**src/rtl/qtpa_pkg.sv**
```systemverilog
// Shared issue-stage types: hardware-loop FSM states, loop context layout, SR flag indices.
package qtpa_pkg;
  localparam int LOOP_DEPTH_DEFAULT = 4;
  localparam int LOOP_CNT_W         = 18;
  localparam int LOOP_PC_W          = 16;

  localparam int FLAG_LOOP_ACTIVE = 4;
  localparam int FLAG_OVF         = 5;

  typedef enum logic [1:0] {LP_IDLE, LP_ACTIVE, LP_ERROR} loop_state_t;

  typedef struct packed {
    logic [LOOP_CNT_W-1:0] count;
    logic [LOOP_PC_W-1:0]  start_pc;
  } loop_ctx_t;
endpackage

```
**src/rtl/qtpa_loop_stack.sv**
```systemverilog
// DEPTH-entry LIFO of loop contexts. Pop+push together replaces the top entry;
// write-top+push updates the current top and pushes above it in one cycle.
module qtpa_loop_stack
  import qtpa_pkg::*;
#(
  parameter int  DEPTH = LOOP_DEPTH_DEFAULT,
  parameter type ctx_t = loop_ctx_t
) (
  input  logic                         clk,
  input  logic                         rst,
  input  logic                         flush,
  input  logic                         push,
  input  logic                         pop,
  input  logic                         wr_top,
  input  ctx_t                         push_data,
  input  ctx_t                         wr_data,
  output ctx_t                         top,
  output logic [$clog2(DEPTH+1)-1:0]   depth,
  output logic                         full,
  output logic                         empty
);
  localparam int DW = $clog2(DEPTH+1);
  localparam int AW = (DEPTH > 1) ? $clog2(DEPTH) : 1;

  ctx_t            mem [DEPTH];
  logic [DW-1:0]   top_pos;
  logic [AW-1:0]   top_idx;

  assign top_pos = depth - DW'(1);
  assign top_idx = AW'(top_pos);
  assign full    = (depth == DW'(DEPTH));
  assign empty   = (depth == '0);
  assign top     = empty ? '0 : mem[top_idx];

  for (genvar i = 0; i < DEPTH; i++) begin : g_ent
    // Contents are don't-care after reset; only depth is cleared.
    always_ff @(posedge clk) begin
      if (push && (pop ? (DW'(i) == top_pos) : (DW'(i) == depth)))
        mem[i] <= push_data;
      else if (wr_top && (DW'(i) == top_pos))
        mem[i] <= wr_data;
    end
  end

  always_ff @(posedge clk or posedge rst) begin
    if (rst)        depth <= '0;
    else if (flush) depth <= '0;
    else            depth <= depth + DW'(push) - DW'(pop);
  end
endmodule

```
**src/rtl/qtpa_loop_ctrl.sv**
```systemverilog
// Nested hardware-loop controller: LCSET pushes a context, LOOP decrements/redirects
// or pops it, flush empties the stack; overflow/underflow park the FSM in ERROR.
module qtpa_loop_ctrl
  import qtpa_pkg::*;
#(
  parameter int DEPTH = LOOP_DEPTH_DEFAULT,
  parameter int CNT_W = LOOP_CNT_W,
  parameter int PC_W  = LOOP_PC_W,
  parameter int SRC_W = 32
) (
  input  logic                        clk,
  input  logic                        rst,
  input  logic                        lcset_valid_i,
  input  logic [SRC_W-1:0]            lcset_count_i,
  input  logic [PC_W-1:0]             lcset_start_i,
  input  logic                        loop_valid_i,
  input  logic                        flush_i,
  input  logic                        clear_err_i,
  output logic                        redirect_valid_o,
  output logic [PC_W-1:0]             redirect_pc_o,
  output logic                        loop_active_o,
  output logic [$clog2(DEPTH+1)-1:0]  depth_o,
  output logic [CNT_W-1:0]            count_o,
  output logic                        ovf_err_o,
  output logic                        unf_err_o
);
  localparam int DW = $clog2(DEPTH+1);
  localparam logic [CNT_W-1:0] CNT_MAX = '1;

  typedef struct packed {
    logic [CNT_W-1:0] count;
    logic [PC_W-1:0]  start_pc;
  } ctx_t;

  loop_state_t    state, state_nxt;
  ctx_t           push_ctx, wr_ctx, top_ctx;
  logic [DW-1:0]  depth;
  logic           full, empty;
  logic           st_push, st_pop, st_wr, st_flush;
  logic           ovf_set, unf_set, err_clr, redir_nxt, empty_after;
  logic [CNT_W-1:0] sat_cnt;

  // Counts above the field saturate; zero still runs the body once.
  always_comb begin
    if (lcset_count_i > SRC_W'(CNT_MAX)) sat_cnt = CNT_MAX;
    else if (lcset_count_i == '0)        sat_cnt = CNT_W'(1);
    else                                 sat_cnt = lcset_count_i[CNT_W-1:0];
  end

  assign push_ctx = '{count: sat_cnt, start_pc: lcset_start_i};
  assign wr_ctx   = '{count: top_ctx.count - CNT_W'(1), start_pc: top_ctx.start_pc};

  always_ff @(posedge clk or posedge rst) begin
    if (rst) state <= LP_IDLE;
    else     state <= state_nxt;
  end

  always_comb begin
    state_nxt   = state;
    st_push     = 1'b0;
    st_pop      = 1'b0;
    st_wr       = 1'b0;
    st_flush    = 1'b0;
    ovf_set     = 1'b0;
    unf_set     = 1'b0;
    err_clr     = 1'b0;
    redir_nxt   = 1'b0;
    empty_after = 1'b0;
    if (flush_i) begin
      st_flush  = 1'b1;
      state_nxt = (state == LP_ERROR) ? LP_ERROR : LP_IDLE;
    end else if (state == LP_ERROR) begin
      if (clear_err_i) begin
        st_flush  = 1'b1;
        err_clr   = 1'b1;
        state_nxt = LP_IDLE;
      end
    end else begin
      if (loop_valid_i) begin
        if (empty)                           unf_set = 1'b1;
        else if (top_ctx.count > CNT_W'(1)) begin
          st_wr     = 1'b1;
          redir_nxt = 1'b1;
        end else                             st_pop  = 1'b1;
      end
      // LOOP resolves first, so a popping LOOP frees a slot for the push.
      if (lcset_valid_i && !unf_set) begin
        if (full && !st_pop) ovf_set = 1'b1;
        else                 st_push = 1'b1;
      end
      if (ovf_set || unf_set) begin
        st_wr     = 1'b0;
        st_pop    = 1'b0;
        st_push   = 1'b0;
        redir_nxt = 1'b0;
        state_nxt = LP_ERROR;
      end else begin
        empty_after = !st_push && (empty || (st_pop && depth == DW'(1)));
        state_nxt   = empty_after ? LP_IDLE : LP_ACTIVE;
      end
    end
  end

  always_ff @(posedge clk or posedge rst) begin
    if (rst) begin
      ovf_err_o        <= 1'b0;
      unf_err_o        <= 1'b0;
      redirect_valid_o <= 1'b0;
      redirect_pc_o    <= '0;
    end else begin
      if (err_clr) begin
        ovf_err_o <= 1'b0;
        unf_err_o <= 1'b0;
      end
      if (ovf_set) ovf_err_o <= 1'b1;
      if (unf_set) unf_err_o <= 1'b1;
      redirect_valid_o <= redir_nxt;
      if (redir_nxt) redirect_pc_o <= top_ctx.start_pc;
    end
  end

  qtpa_loop_stack #(.DEPTH(DEPTH), .ctx_t(ctx_t)) u_stack (
    .clk       (clk),
    .rst       (rst),
    .flush     (st_flush),
    .push      (st_push),
    .pop       (st_pop),
    .wr_top    (st_wr),
    .push_data (push_ctx),
    .wr_data   (wr_ctx),
    .top       (top_ctx),
    .depth     (depth),
    .full      (full),
    .empty     (empty)
  );

  assign loop_active_o = (state == LP_ACTIVE);
  assign depth_o       = depth;
  assign count_o       = top_ctx.count;
endmodule
```
**config.mk**
```make
export PLATFORM = sky130hd
export DESIGN_NAME = qtpa_loop_ctrl
export DESIGN_NICKNAME = d
export VERILOG_FILES = /design/src/rtl/qtpa_pkg.sv /design/src/rtl/qtpa_loop_stack.sv /design/src/rtl/qtpa_loop_ctrl.sv
export SDC_FILE = /design/constraint.sdc
export NUM_CORES = 1
export LEC_CHECK = 0
export BUFFER_PORTS_ARGS = -buffer_cell sky130_fd_sc_hd__buf_2
export CORE_MARGIN = 8
export CORE_UTILIZATION = 59
export CTS_BUF_LIST = sky130_fd_sc_hd__clkbuf_8 sky130_fd_sc_hd__clkbuf_16
export CTS_CLUSTER_DIAMETER = 40
export DETAILED_ROUTE_END_ITERATION = 8
export HOLD_SLACK_MARGIN = 0.06
export PLACE_DENSITY_LB_ADDON = 0.2
export SETUP_SLACK_MARGIN = 0.02
export SKIP_CTS_REPAIR_TIMING = 1
export SYNTH_ARGS = -nofsm -noshare
export SYNTH_HDL_FRONTEND = slang
export SYNTH_SLANG_ARGS = --single-unit
```
**constraint.sdc**
```tcl
create_clock -name clk -period 8.8 [get_ports clk]
set_input_delay 0 -clock clk [delete_from_list [all_inputs] [get_ports clk]]
set_output_delay 0 -clock clk [all_outputs]
set_load 0.02 [all_outputs]
```
## Yosys cells after proc, flatten, opt, wreduce, memory -nomap -nowiden

Memory sizes are Yosys's and may differ from the RTL's.
Cells that the tools add are included.
W data, S select, Z words.

- Equality and inequality tests: 11
- Order comparisons: 2
- Bitwise gates (word level): 4
- Shift operators: 0
- $mul: 0
- Divide/modulo/power cells: 0
- Reduce and logical (&&, ||, !) cells: 24
- Add/subtract/negate cells: 4
- Muxes and demuxes: 84

Operator list:

| operator | number |
|---|---|
| $mux W34 | 7 |
| $reduce_or A34 Y1 | 2 |
| $mux W1 | 67 |
| $mux W18 | 2 |
| $gt A32 B18 Y1 const B | 1 |
| $logic_not A32 Y1 | 1 |
| $gt A18 B1 Y1 const B | 1 |
| $sub A18 B1 Y18 const B | 1 |
| $mux W2 | 7 |
| $eq A2 B3 Y1 const A | 4 |
| $logic_and A1 B1 Y1 | 12 |
| $eq A1 B3 Y1 const A | 2 |
| $logic_not A3 Y1 | 2 |
| $or A1 B1 Y1 | 4 |
| $reduce_bool A2 Y1 | 2 |
| $add A3 B1 Y3 | 1 |
| $eq A3 B1 Y1 const B | 1 |
| $eq A3 B3 Y1 const B | 1 |
| $logic_not A1 Y1 | 3 |
| $mux W3 | 1 |
| $ne A3 B3 Y1 const B | 1 |
| $sub A3 B1 Y3 | 1 |
| $sub A3 B1 Y3 const B | 1 |
| $eq A2 B1 Y1 const B | 1 |
| 2 further kinds | 3 |

- ROM bits: 0
- Memories kept: 1
- Logic and storage cells: 136
- Register bits: 24
- RAM bits: 136
- Latch bits: 0

Memory list:

| name | depth | width | read ports | clocked after memory_dff | wr ports | RTL line | text |
|---|---|---|---|---|---|---|---|
| u_stack.mem | 4 | 34 | 1 | 0 | 2 | qtpa_loop_stack.sv:25 | `ctx_t mem [DEPTH];` |

## Logic depth before layout (Yosys ltp)

Gate-level depths: netlist of run 1.
An unclocked memory read counts as a cell.

- Word-level depth: 26
- Depth in mapped cells: 27
- Mapped depth without buffers: 19

## Hierarchy

A second synthesis of run 1 with hierarchy kept.

- Cell total of the unflattened synthesis: 566
- Area total of the unflattened synthesis: 9306.4 um^2

Modules (own cells, without submodules):

| module | cells an instance | times used | sequential area each (um^2) | area each (um^2) |
|---|---|---|---|---|
| qtpa_loop_stack | 412 | 1 | 4159.0 | 7805.0 |
| qtpa_loop_ctrl | 154 | 1 | 525.5 | 1501.4 |

## Worst setup path after synthesis of run 1

OpenSTA, ideal clock, no wires.

- Path type: register -> register
- Start: register u_stack.depth[0]
- End: memory u_stack.mem[3][0] in the netlist's numbering, enable pin
- Required time: 8.323 ns
- Setup time: 0.477 ns
- Arrival: 7.177 ns
- Stages on the path, launching flop included: 21
- Slack: 1.146 ns
- Cell sequence: dfrtp_1 -> buf_6 -> buf_6 -> buf_2 -> buf_1 -> inv_1 -> ha_1 -> clkbuf_1 -> nand2b_1 -> clkbuf_1 -> clkbuf_1 -> clkbuf_1 -> clkbuf_1 -> nand2_1 -> ha_1 -> nor2_1 -> nand3b_1 -> nor3_4 -> nand3_1 -> mux2_2 -> o31ai_1

RTL lines:

| element | RTL line | text |
|---|---|---|
| start, declared | qtpa_loop_stack.sv:18 | `output logic [$clog2(DEPTH+1)-1:0] depth,` |
| start signal, assigned | qtpa_loop_stack.sv:48 | `else depth <= depth + DW'(push) - DW'(pop);` |
| end, declared | qtpa_loop_stack.sv:25 |  |

==> results of run 1 <==
per-stage QoR:
stage / hold WS (ns) / setup WS [ns] / total power, mW / cell area (um^2) / cells
2_1_floorplan: 0.0146 / 1.15 / 1.04 / 8750 / 688
3_3_place_gp: 0.271 / 2.93 / 1.10 / 9160 / 917
3_5_place_dp: 0.287 / 2.72 / 1.11 / 9160 / 917
4_1_cts: -0.174 / 2.69 / 1.85 / 9760 / 949
5_1_grt: 0.0655 / 2.28 / 1.92 / 10200 / 989
6_report: 0.0242 / 2.76 / 1.86 / 10200 / 989
cell usage in the layout, fill, tap and decap left out, types with 4 or more instances in the layout:
master / count
a21oi_1: 15
and2_1: 16
and3_1: 5
buf_2: 94
buf_4: 10
clkbuf_16: 17
clkinv_4: 4
dfrtp_1: 23
dlygate4sd3_1: 40
edfxtp_1: 136
ha_1: 8
inv_1: 36
mux2i_1: 97
mux4_2: 34
nand2_1: 82
nand3_1: 8
nor2_1: 39
nor2b_1: 4
nor4_1: 8
o21ai_0: 54
or4_1: 4
xnor2_1: 13
worst max-delay path, cell delays in order, from the launching register on:
cell and delay [ns]:
dfrtp_2 0.34, buf_4 0.61, inv_1 0.23, ha_2 1.03, mux4_2 0.48, o41ai_2 0.52
nand2_1 0.46, nor4_2 0.60, a31oi_1 0.18, o21ai_2 0.81, buf_4 0.42
logic make-up (layout without fill, tap and decap cells):
family,after synthesis,in the layout,share of synthesized area (%)
AOI/OAI and AO/OA,95,95,6.82
xor gates and xnor gates,16,16,1.60
adders and majority gates,10,10,1.52
buffers and inverters,93,210,6.69
DFF,160,160,53.5
muxes,133,133,20.1
and+or+nand+nor,181,181,9.75
final cells by class:
cell class              instances  area share, %
clock buffers                  17           4.19
clock inverters                15           1.70
inverters                      34           1.26
multi-input cells             435           35.1
flip-flops and latches        160           46.1
well taps                     184           2.27
repair buffers                144           9.31
worst paths after layout:
check                                                to  cells past startpoint                          from  slack, ns
min in group asynchronous  redirect_pc_o[7]$_DFFE_PP0P_                      3                           rst       0.36
setup reg to reg           u_stack.mem[0][16]$_DFFE_PP_                     10    u_stack.depth[0]$_DFF_PP0_       2.76
max in group asynchronous    u_stack.depth[0]$_DFF_PP0_                      3                           rst       7.75
hold reg to reg            redirect_pc_o[6]$_DFFE_PP0P_                      2  redirect_pc_o[6]$_DFFE_PP0P_       0.47
hold / removal             u_stack.mem[3][24]$_DFFE_PP_                      3              lcset_count_i[8]       0.02
setup / recovery           u_stack.mem[0][16]$_DFFE_PP_                     10    u_stack.depth[0]$_DFF_PP0_       2.76
where the power goes:
group | switching (mW) | total [mW] | internal [mW]
sequential | 0.00919 | 0.851 | 0.841
clock | 0.303 | 0.747 | 0.444
combinational | 0.163 | 0.263 | 0.100
registers in the layout, indices dropped and copies added, names as in the netlist:
register,flops
ovf_err_o,1
redirect_valid_o,1
u_stack.mem,136
state,2
u_stack.depth,3
unf_err_o,1
redirect_pc_o,16
layer usage:
| layer | vias to the layer above | GRT usage [%] | wire, um |
|---|---|---|---|
| li1 | 2732 | - | - |
| met5 | - | 0 | 0 |
| met2 | 241 | 38.4 | 10900 |
| met1 | 3003 | 28.5 | 8810 |
| met3 | 38 | 4.70 | 1340 |
| met4 | 0 | 11.3 | 519 |
==> results.yml, run 1 <==
route:
  drt_wl_total_um: 21600
  dr.first_iter.drc_count: 492
  vias: 6014
  drc: 0
  first_pass_iters: 6
  ant_nets: 0
  via_per_inst: 6.08
  avgRoutedWirePerCell_um: 21.8
synthesis:
  yosys_register_bits: 160
  syn_area_per_cell_um2: 12.7
  synth.top_cell.area_share_pct: 46.7
  ys_types: 54
  synth_common_cells: "edfxtp_1 (136), mux2i_1 (97), nand2_1 (82)"
  synth_enable_flop_cells: 136
  yosys.area.top_type: "edfxtp_1"
  yosysSeqAreaShare_pct: 53.5
  synthCells: 688
  synth_area_leaders: "edfxtp_1 (47%), mux2i_1 (11%), mux4_2 (8.7%)"
  synthArstFlopShare_pct: 15.0
  synth_nets: 752
  synth-main-ff-cell: "edfxtp_1"
  synth_warnings: 0
  yosys.cell_count.top_type: "edfxtp_1"
  syn_area_um2: 8750
clocking:
  cts_buffer_depth: 2
  htreeDepth: 4
  cts_buffers: 17
  cts_tree: "done"
  cts_root_buf: "clkbuf_16"
  clock_latency_ns: 0.43
  path_clk_slew_ns: 0.06
  clock_sinks: 160
setup_path:
  cp-start-kind: "flip-flop"
  required_ns: 8.91
  arrival_ns: 6.16
  crit_path_end_kind: "flip-flop"
  worst-path-max-fanout: 38
  crit_type: "reg -> reg"
sta:
  slew-limit-headroom_pct: 30.5
  setup_tns_ns: 0
  period_minus_slack_ns: 6.04
  rsz0062_at_grt: "no"
  slew_viol_final: 0
  worst_pin_slew_ns: 1.04
  hold_violations: 0
  clock.fmax_mhz: 165
  fin_crit_sh_pct: 68.7
  finalClockSkew_ns: 0.00854
  finalSetupViolCount: 0
global_routing:
  overflow: 0
  grt_pass1_wl_um: 32800
  grt_max_degree: 55
  grt_pass1_vias: 6169
  track_usage_pct: 23.2
  antenna_found_initial: 0
cells_and_area:
  syn_to_final_growth_pct: 16.0
  fillerInstances: 1004
  utilization_pct: 69.9
  multi_input_area_um2: 3570
  fin_nets: 856
  drive_above_1_share_pct: 23.6
  antenna_cells: 0
  seq_area_um2: 4690
floorplan:
  core_area_um2: 14500
  boundaryPins: 95
  std_cell_rows: 44
  die_y_um: 138
  die_area_um2: 19000
  start_util_pct: 60.2
  dieWidth_um: 138
run_status:
  status: "complete, no violations"
placed_design:
  hpwl_um: 13500
  portBuffers: 94
  gp_congestion: 0.845
pwr:
  p_leak_nw: 4.59
  powerDensity_nw_per_um2: 183
  ir_drop_mv: 0.133
flow_run:
  drv_cap: 0
worst_hold_path:
  worstHoldPathType: "in -> reg"
Power figures use the tool's default switching activity.
==> run 2: changes to the inputs <==
--- a/config.mk
+++ b/config.mk
@@ -7,7 +7,7 @@
 export LEC_CHECK = 0
 export BUFFER_PORTS_ARGS = -buffer_cell sky130_fd_sc_hd__buf_2
 export CORE_MARGIN = 8
-export CORE_UTILIZATION = 59
+export CORE_UTILIZATION = 54
 export CTS_BUF_LIST = sky130_fd_sc_hd__clkbuf_8 sky130_fd_sc_hd__clkbuf_16
 export CTS_CLUSTER_DIAMETER = 40
 export DETAILED_ROUTE_END_ITERATION = 8
==> constraint.sdc (replaced) <==
create_clock -name clk -period 5.34 [get_ports clk]
set_input_delay 0 -clock clk [delete_from_list [all_inputs] [get_ports clk]]
set_output_delay 0 -clock clk [all_outputs]
set_load 0.02 [all_outputs]
==> results.yml, run 2 (synthesized netlist as in run 1, its figures left out) <==
clocking:
  clock_sinks: 160
  path_clk_slew_ns: 0.06
  htreeDepth: 4
  cts_tree: "done"
  clock_latency_ns: 0.43
  cts_root_buf: "clkbuf_16"
  cts_buffer_depth: 2
  cts_buffers: 17
route:
  dr.first_iter.drc_count: 451
  first_pass_iters: 5
  drt_wl_total_um: 22000
  drc: 0
  avgRoutedWirePerCell_um: 21.4
  via_per_inst: 5.85
  vias: 6024
  ant_nets: 0
sta:
  worst_pin_slew_ns: 1.04
  rsz0062_at_grt: "no"
  clock.fmax_mhz: 220
  slew_viol_final: 0
  holdWs_ns: 0.0225
  slew-limit-headroom_pct: 30.1
  fin_crit_sh_pct: 84.9
  finalSetupViolCount: 0
  setup_tns_ns: 0
  hold_violations: 0
  finalClockSkew_ns: 0.00781
  period_minus_slack_ns: 4.54
pwr:
  ir_drop_mv: 0.223
  power.internal_mw: 2.39
  combPwrFrac_pct: 14.0
  pwr-share-clk_pct: 41.6
  p_seq_share_pct: 44.4
  netSwitchingFraction_pct: 24.4
  switchingPower_mw: 0.769
  p_leak_nw: 4.66
  powerDensity_nw_per_um2: 305
placed_design:
  gp_congestion: 0.852
  dp_cells: 956
  hpwl_um: 14200
  portBuffers: 94
floorplan:
  core_area_um2: 15900
  std_cell_rows: 46
  die_area_um2: 20500
  boundaryPins: 95
  dieWidth_um: 143
  start_util_pct: 55.1
  die_y_um: 143
global_routing:
  overflow: 0
  grt_pass1_vias: 6364
  track_usage_pct: 22.0
  grt_use_met1_pct: 26.1
  grt_pass1_wl_um: 33700
  grt_use_met3_pct: 3.98
  antenna_found_initial: 1
  grt.met2_usage_pct: 38.7
  grt_most_used_layer: "met2"
  grt_max_degree: 55
cells_and_area:
  syn_to_final_growth_pct: 18.1
  largest_reg_flops: 136
  antenna_cells: 0
  regMostFlops: "u_stack.mem"
  fin_nets: 864
  final_common_cell: "edfxtp_1"
  layout_common_cells: "edfxtp_1 (136), mux2i_1 (97), buf_2 (94), nand2_1 (82), o21ai_0 (54)"
  reg_top3: "u_stack.mem (136), redirect_pc_o (16), u_stack.depth (3)"
  drive_above_1_share_pct: 24.1
  stdcell_count: 1029
setup_path:
  arrival_ns: 4.79
  worst-path-max-fanout: 23
  crit_type: "reg -> reg"
  required_ns: 5.60
  crit_path_end_kind: "flip-flop"
  cp-start-kind: "flip-flop"
worst_hold_path:
  worstHoldPathType: "in -> reg"
flow_run:
  drv_cap: 0
run_status:
  status: "complete, no violations"
[run 2: cell count changes in the layout (fill, tap and decap cells not counted), moves of 2 or more]
| cell | delta |
|---|---|
| clkinvlp_4 | -2 |
| clkinv_4 | -3 |
| clkbuf_8 | +4 |
| buf_12 | +2 |
| buf_4 | +5 |
[run 2: metrics by stage]
stage | setup slack [ns] | instance area, um^2 | power (mW) | utilization (%)
floorplan | 0.0364 | 8790 | 1.71 | -
global placement | 0.936 | 9280 | 1.82 | 58.4
detailed placement | 0.818 | 9280 | 1.84 | 58.4
CTS | 0.804 | 9920 | 3.13 | 62.5
global route | 0.532 | 10300 | 3.26 | 65.0
finish | 0.804 | 10300 | 3.16 | 65.0
[run 2: critical path: stages (launching register included)]
cell,delay [ns]
dfrtp_1,0.47
inv_1,0.12
ha_1,0.31
buf_4,0.31
mux4_2,0.41
and2_1,0.23
inv_1,0.11
ha_1,0.30
nor2_1,0.10
nand3b_1,0.23
nor3_4,0.21
a21oi_1,0.14
o2111ai_4,0.54
buf_4,0.55
mux2i_1,0.29
[run 2: worst paths after layout]
| path | startpoint | to | slack [ns] | cells past startpoint |
|---|---|---|---|---|
| max | u_stack.depth[1]$_DFF_PP0_ | u_stack.mem[2][28]$_DFFE_PP_ | 0.80 | 14 |
| min | lcset_count_i[16] | u_stack.mem[1][32]$_DFFE_PP_ | 0.02 | 3 |
| max reg2reg | u_stack.depth[1]$_DFF_PP0_ | u_stack.mem[2][28]$_DFFE_PP_ | 0.80 | 14 |
| min reg2reg | redirect_pc_o[7]$_DFFE_PP0P_ | redirect_pc_o[7]$_DFFE_PP0P_ | 0.47 | 2 |
| max in group asynchronous | rst | u_stack.depth[0]$_DFF_PP0_ | 4.29 | 3 |
| min in group asynchronous | rst | redirect_pc_o[7]$_DFFE_PP0P_ | 0.37 | 3 |
[run 2: routing by layer]
layer	wire length (um)	part of all wire (%)
met4	438	2.0
met3	1420	6.4
met2	11500	52
met5	0	0
met1	8650	39
[run 2: power by group through the flow]
stage                     sequential, mW  clock, mW  combinational [mW]
after floorplan                     1.45          0               0.261
after global placement              1.42          0               0.398
after detailed placement            1.43          0               0.408
after CTS                           1.40       1.32               0.411
after global routing                1.40       1.37               0.482
final                               1.40       1.31               0.441
[run 2: layout make-up]
cell class	count	area, um^2
fill	1211	5550
clock buffer	21	480
clock inverter	11	161
sequential	160	4690
multi-input combinational	435	3570
inverter	34	128
tap	216	270
timing repair buffer	152	1030
==> run 3: changes to the inputs <==
==> constraint.sdc (replaced) <==
create_clock -name clk -period 3.75 [get_ports clk]
set_input_delay 0 -clock clk [delete_from_list [all_inputs] [get_ports clk]]
set_output_delay 0 -clock clk [all_outputs]
set_load 0.02 [all_outputs]
==> results.yml, run 3 (synthesized netlist as in run 1, its figures left out) <==
global_routing:
  grt_max_degree: 37
  grt_pass1_wl_um: 34600
  antenna_found_initial: 0
  grt_pass1_vias: 6390
  overflow: 0
  track_usage_pct: 22.4
setup_path:
  critical_path.most_common_cell: "buf_4"
  crit_path_end_kind: "flip-flop"
  crit_chain: "inv_8 -> ha_4 -> buf_4 -> mux4_2 -> or4_4 -> nor3_4 -> nand3_2 -> buf_4 -> mux2_4 -> o31ai_4 -> buf_12"
  worst-path-max-fanout: 25
  crit_type: "reg -> reg"
  cp-start-kind: "flip-flop"
  required_ns: 3.88
  crit_buf_inv: 4
  crit_family: "simple AND/OR/NAND/NOR gates"
  slowest_stage: "or4_4"
  r2r_setup_slack_ns: 0.11
  cpPeakStageDelay_ns: 0.56
  arrival_ns: 3.77
  crit-reg2reg-launch: "u_stack.depth[0]$_DFF_PP0_"
  r2r_end: "u_stack.mem[3][22]$_DFFE_PP_"
  r2r_cells: 11
cells_and_area:
  final_common_cell: "edfxtp_1"
  largest_reg_flops: 136
  drive_above_1_share_pct: 29.9
  fin_nets: 900
  regMostFlops: "u_stack.mem"
  fillerInstances: 1138
  syn_to_final_growth_pct: 22.7
  final_area_um2: 10700
  utilization_pct: 67.6
  antenna_cells: 0
  reg_top3: "u_stack.mem (136), redirect_pc_o (16), u_stack.depth (3)"
  layout_common_cells: "edfxtp_1 (136), mux2i_1 (97), buf_2 (94), nand2_1 (80), o21ai_0 (54)"
worst_hold_path:
  hold_depth: 3
  worstHoldPathType: "in -> reg"
  min_delay_worst_endpoint: "u_stack.mem[2][17]$_DFFE_PP_"
  hp-start: "lcset_count_i[1]"
route:
  dr.first_iter.drc_count: 648
  ant_nets: 0
  dr.max_layer_used: "met4"
  avgRoutedWirePerCell_um: 21.2
  vias: 6216
  m1WireLength_um: 9130
  wl_met3_um: 1650
  drc: 0
  met2_length_um: 11400
  first_pass_iters: 6
  drt_wl_total_um: 22600
  via_per_inst: 5.84
placed_design:
  hpwl_um: 14900
  place_area_um2: 9610
  portBuffers: 94
  gp_congestion: 0.873
clocking:
  cts_buffer_depth: 2
  clock_latency_ns: 0.44
  htreeDepth: 4
  cts_tree: "done"
  path_clk_slew_ns: 0.06
  cts_buffers: 17
  cts_root_buf: "clkbuf_16"
  clock_sinks: 160
pwr:
  p_leak_nw: 4.87
  p_total_mw: 4.42
  ir_drop_mv: 0.376
  powerDensity_nw_per_um2: 411
sta:
  clock.fmax_mhz: 275
  holdWs_ns: 0.0233
  setup_tns_ns: 0
  rsz0062_at_grt: "yes"
  hold_violations: 0
  finalSetupViolCount: 0
  slew_viol_final: 0
  finalClockSkew_ns: 0.0126
  slew-limit-headroom_pct: 27.0
  fin_crit_sh_pct: 97.0
  worst_pin_slew_ns: 1.09
  period_minus_slack_ns: 3.64
run_status:
  status: "complete, no violations"
flow_run:
  drv_cap: 0
floorplan:
  start_util_pct: 55.1
  die_y_um: 143
  boundaryPins: 95
  dieWidth_um: 143
  core_area_um2: 15900
  std_cell_rows: 46
  die_area_um2: 20500
[run 3: cell count changes in the layout (fill, tap and decap cells not counted), moves of 4 or more]
| cell | previous run | this run |
|---|---|---|
| buf_12 | 2 | 7 |
| buf_4 | 15 | 46 |
| clkbuf_8 | 4 | 0 |
| clkinv_2 | 1 | 5 |
| inv_1 | 35 | 28 |
| inv_8 | 0 | 4 |
[run 3: where the power goes]
group | switching (mW) | internal, mW
sequential | 0.0231 | 1.97
combinational | 0.408 | 0.285
clock | 0.738 | 0.989
total | 1.17 | 3.25
[run 3: worst max path at each step]
stage / from / to / slack, ns / cells after the start
2_1_floorplan: u_stack.depth[0]$_DFF_PP0_ / u_stack.mem[3][0]$_DFFE_PP_ / -0.86 / 18
3_3_place_gp: u_stack.depth[0]$_DFF_PP0_ / u_stack.depth[2]$_DFF_PP0_ / 0.03 / 16
3_5_place_dp: u_stack.depth[0]$_DFF_PP0_ / u_stack.depth[2]$_DFF_PP0_ / -0.07 / 16
4_1_cts: u_stack.depth[0]$_DFF_PP0_ / u_stack.depth[2]$_DFF_PP0_ / -0.07 / 16
5_1_grt: u_stack.depth[0]$_DFF_PP0_ / u_stack.depth[2]$_DFF_PP0_ / -0.03 / 16
6_report: u_stack.depth[0]$_DFF_PP0_ / u_stack.mem[3][22]$_DFFE_PP_ / 0.11 / 11
[run 3: final cells by class]
cell class	count	area (um^2)	share of cell area (%)
multi-input combinational	435	3670	34.2
tap	216	270	2.52
clock buffer	17	425	3.96
inverter	34	138	1.28
sequential	160	4690	43.6
clock inverter	15	160	1.49
timing repair buffer	188	1390	12.9
[run 3: worst register-to-register path, cell delays in order, from the launching register on]
cell and delay (ns):
dfrtp_2 0.45, inv_8 0.05, ha_4 0.34, buf_4 0.14, mux4_2 0.35, or4_4 0.56
nor3_4 0.29, nand3_2 0.13, buf_4 0.17, mux2_4 0.30, o31ai_4 0.28, buf_12 0.26
[run 3: routing by layer]
metal	vias up	track usage [%]
li1	2830	-
met1	3070	28.9
met2	277	36.3
met3	39	4.41
met4	0	9.30
met5	-	0
[run 3: stage by stage]
stage	setup slack [ns]	instances
4_1_cts	-0.0679	1010
3_3_place_gp	0.0298	978
3_5_place_dp	-0.0716	978
6_report	0.114	1065
2_1_floorplan	-0.863	688
5_1_grt	-0.0258	1065
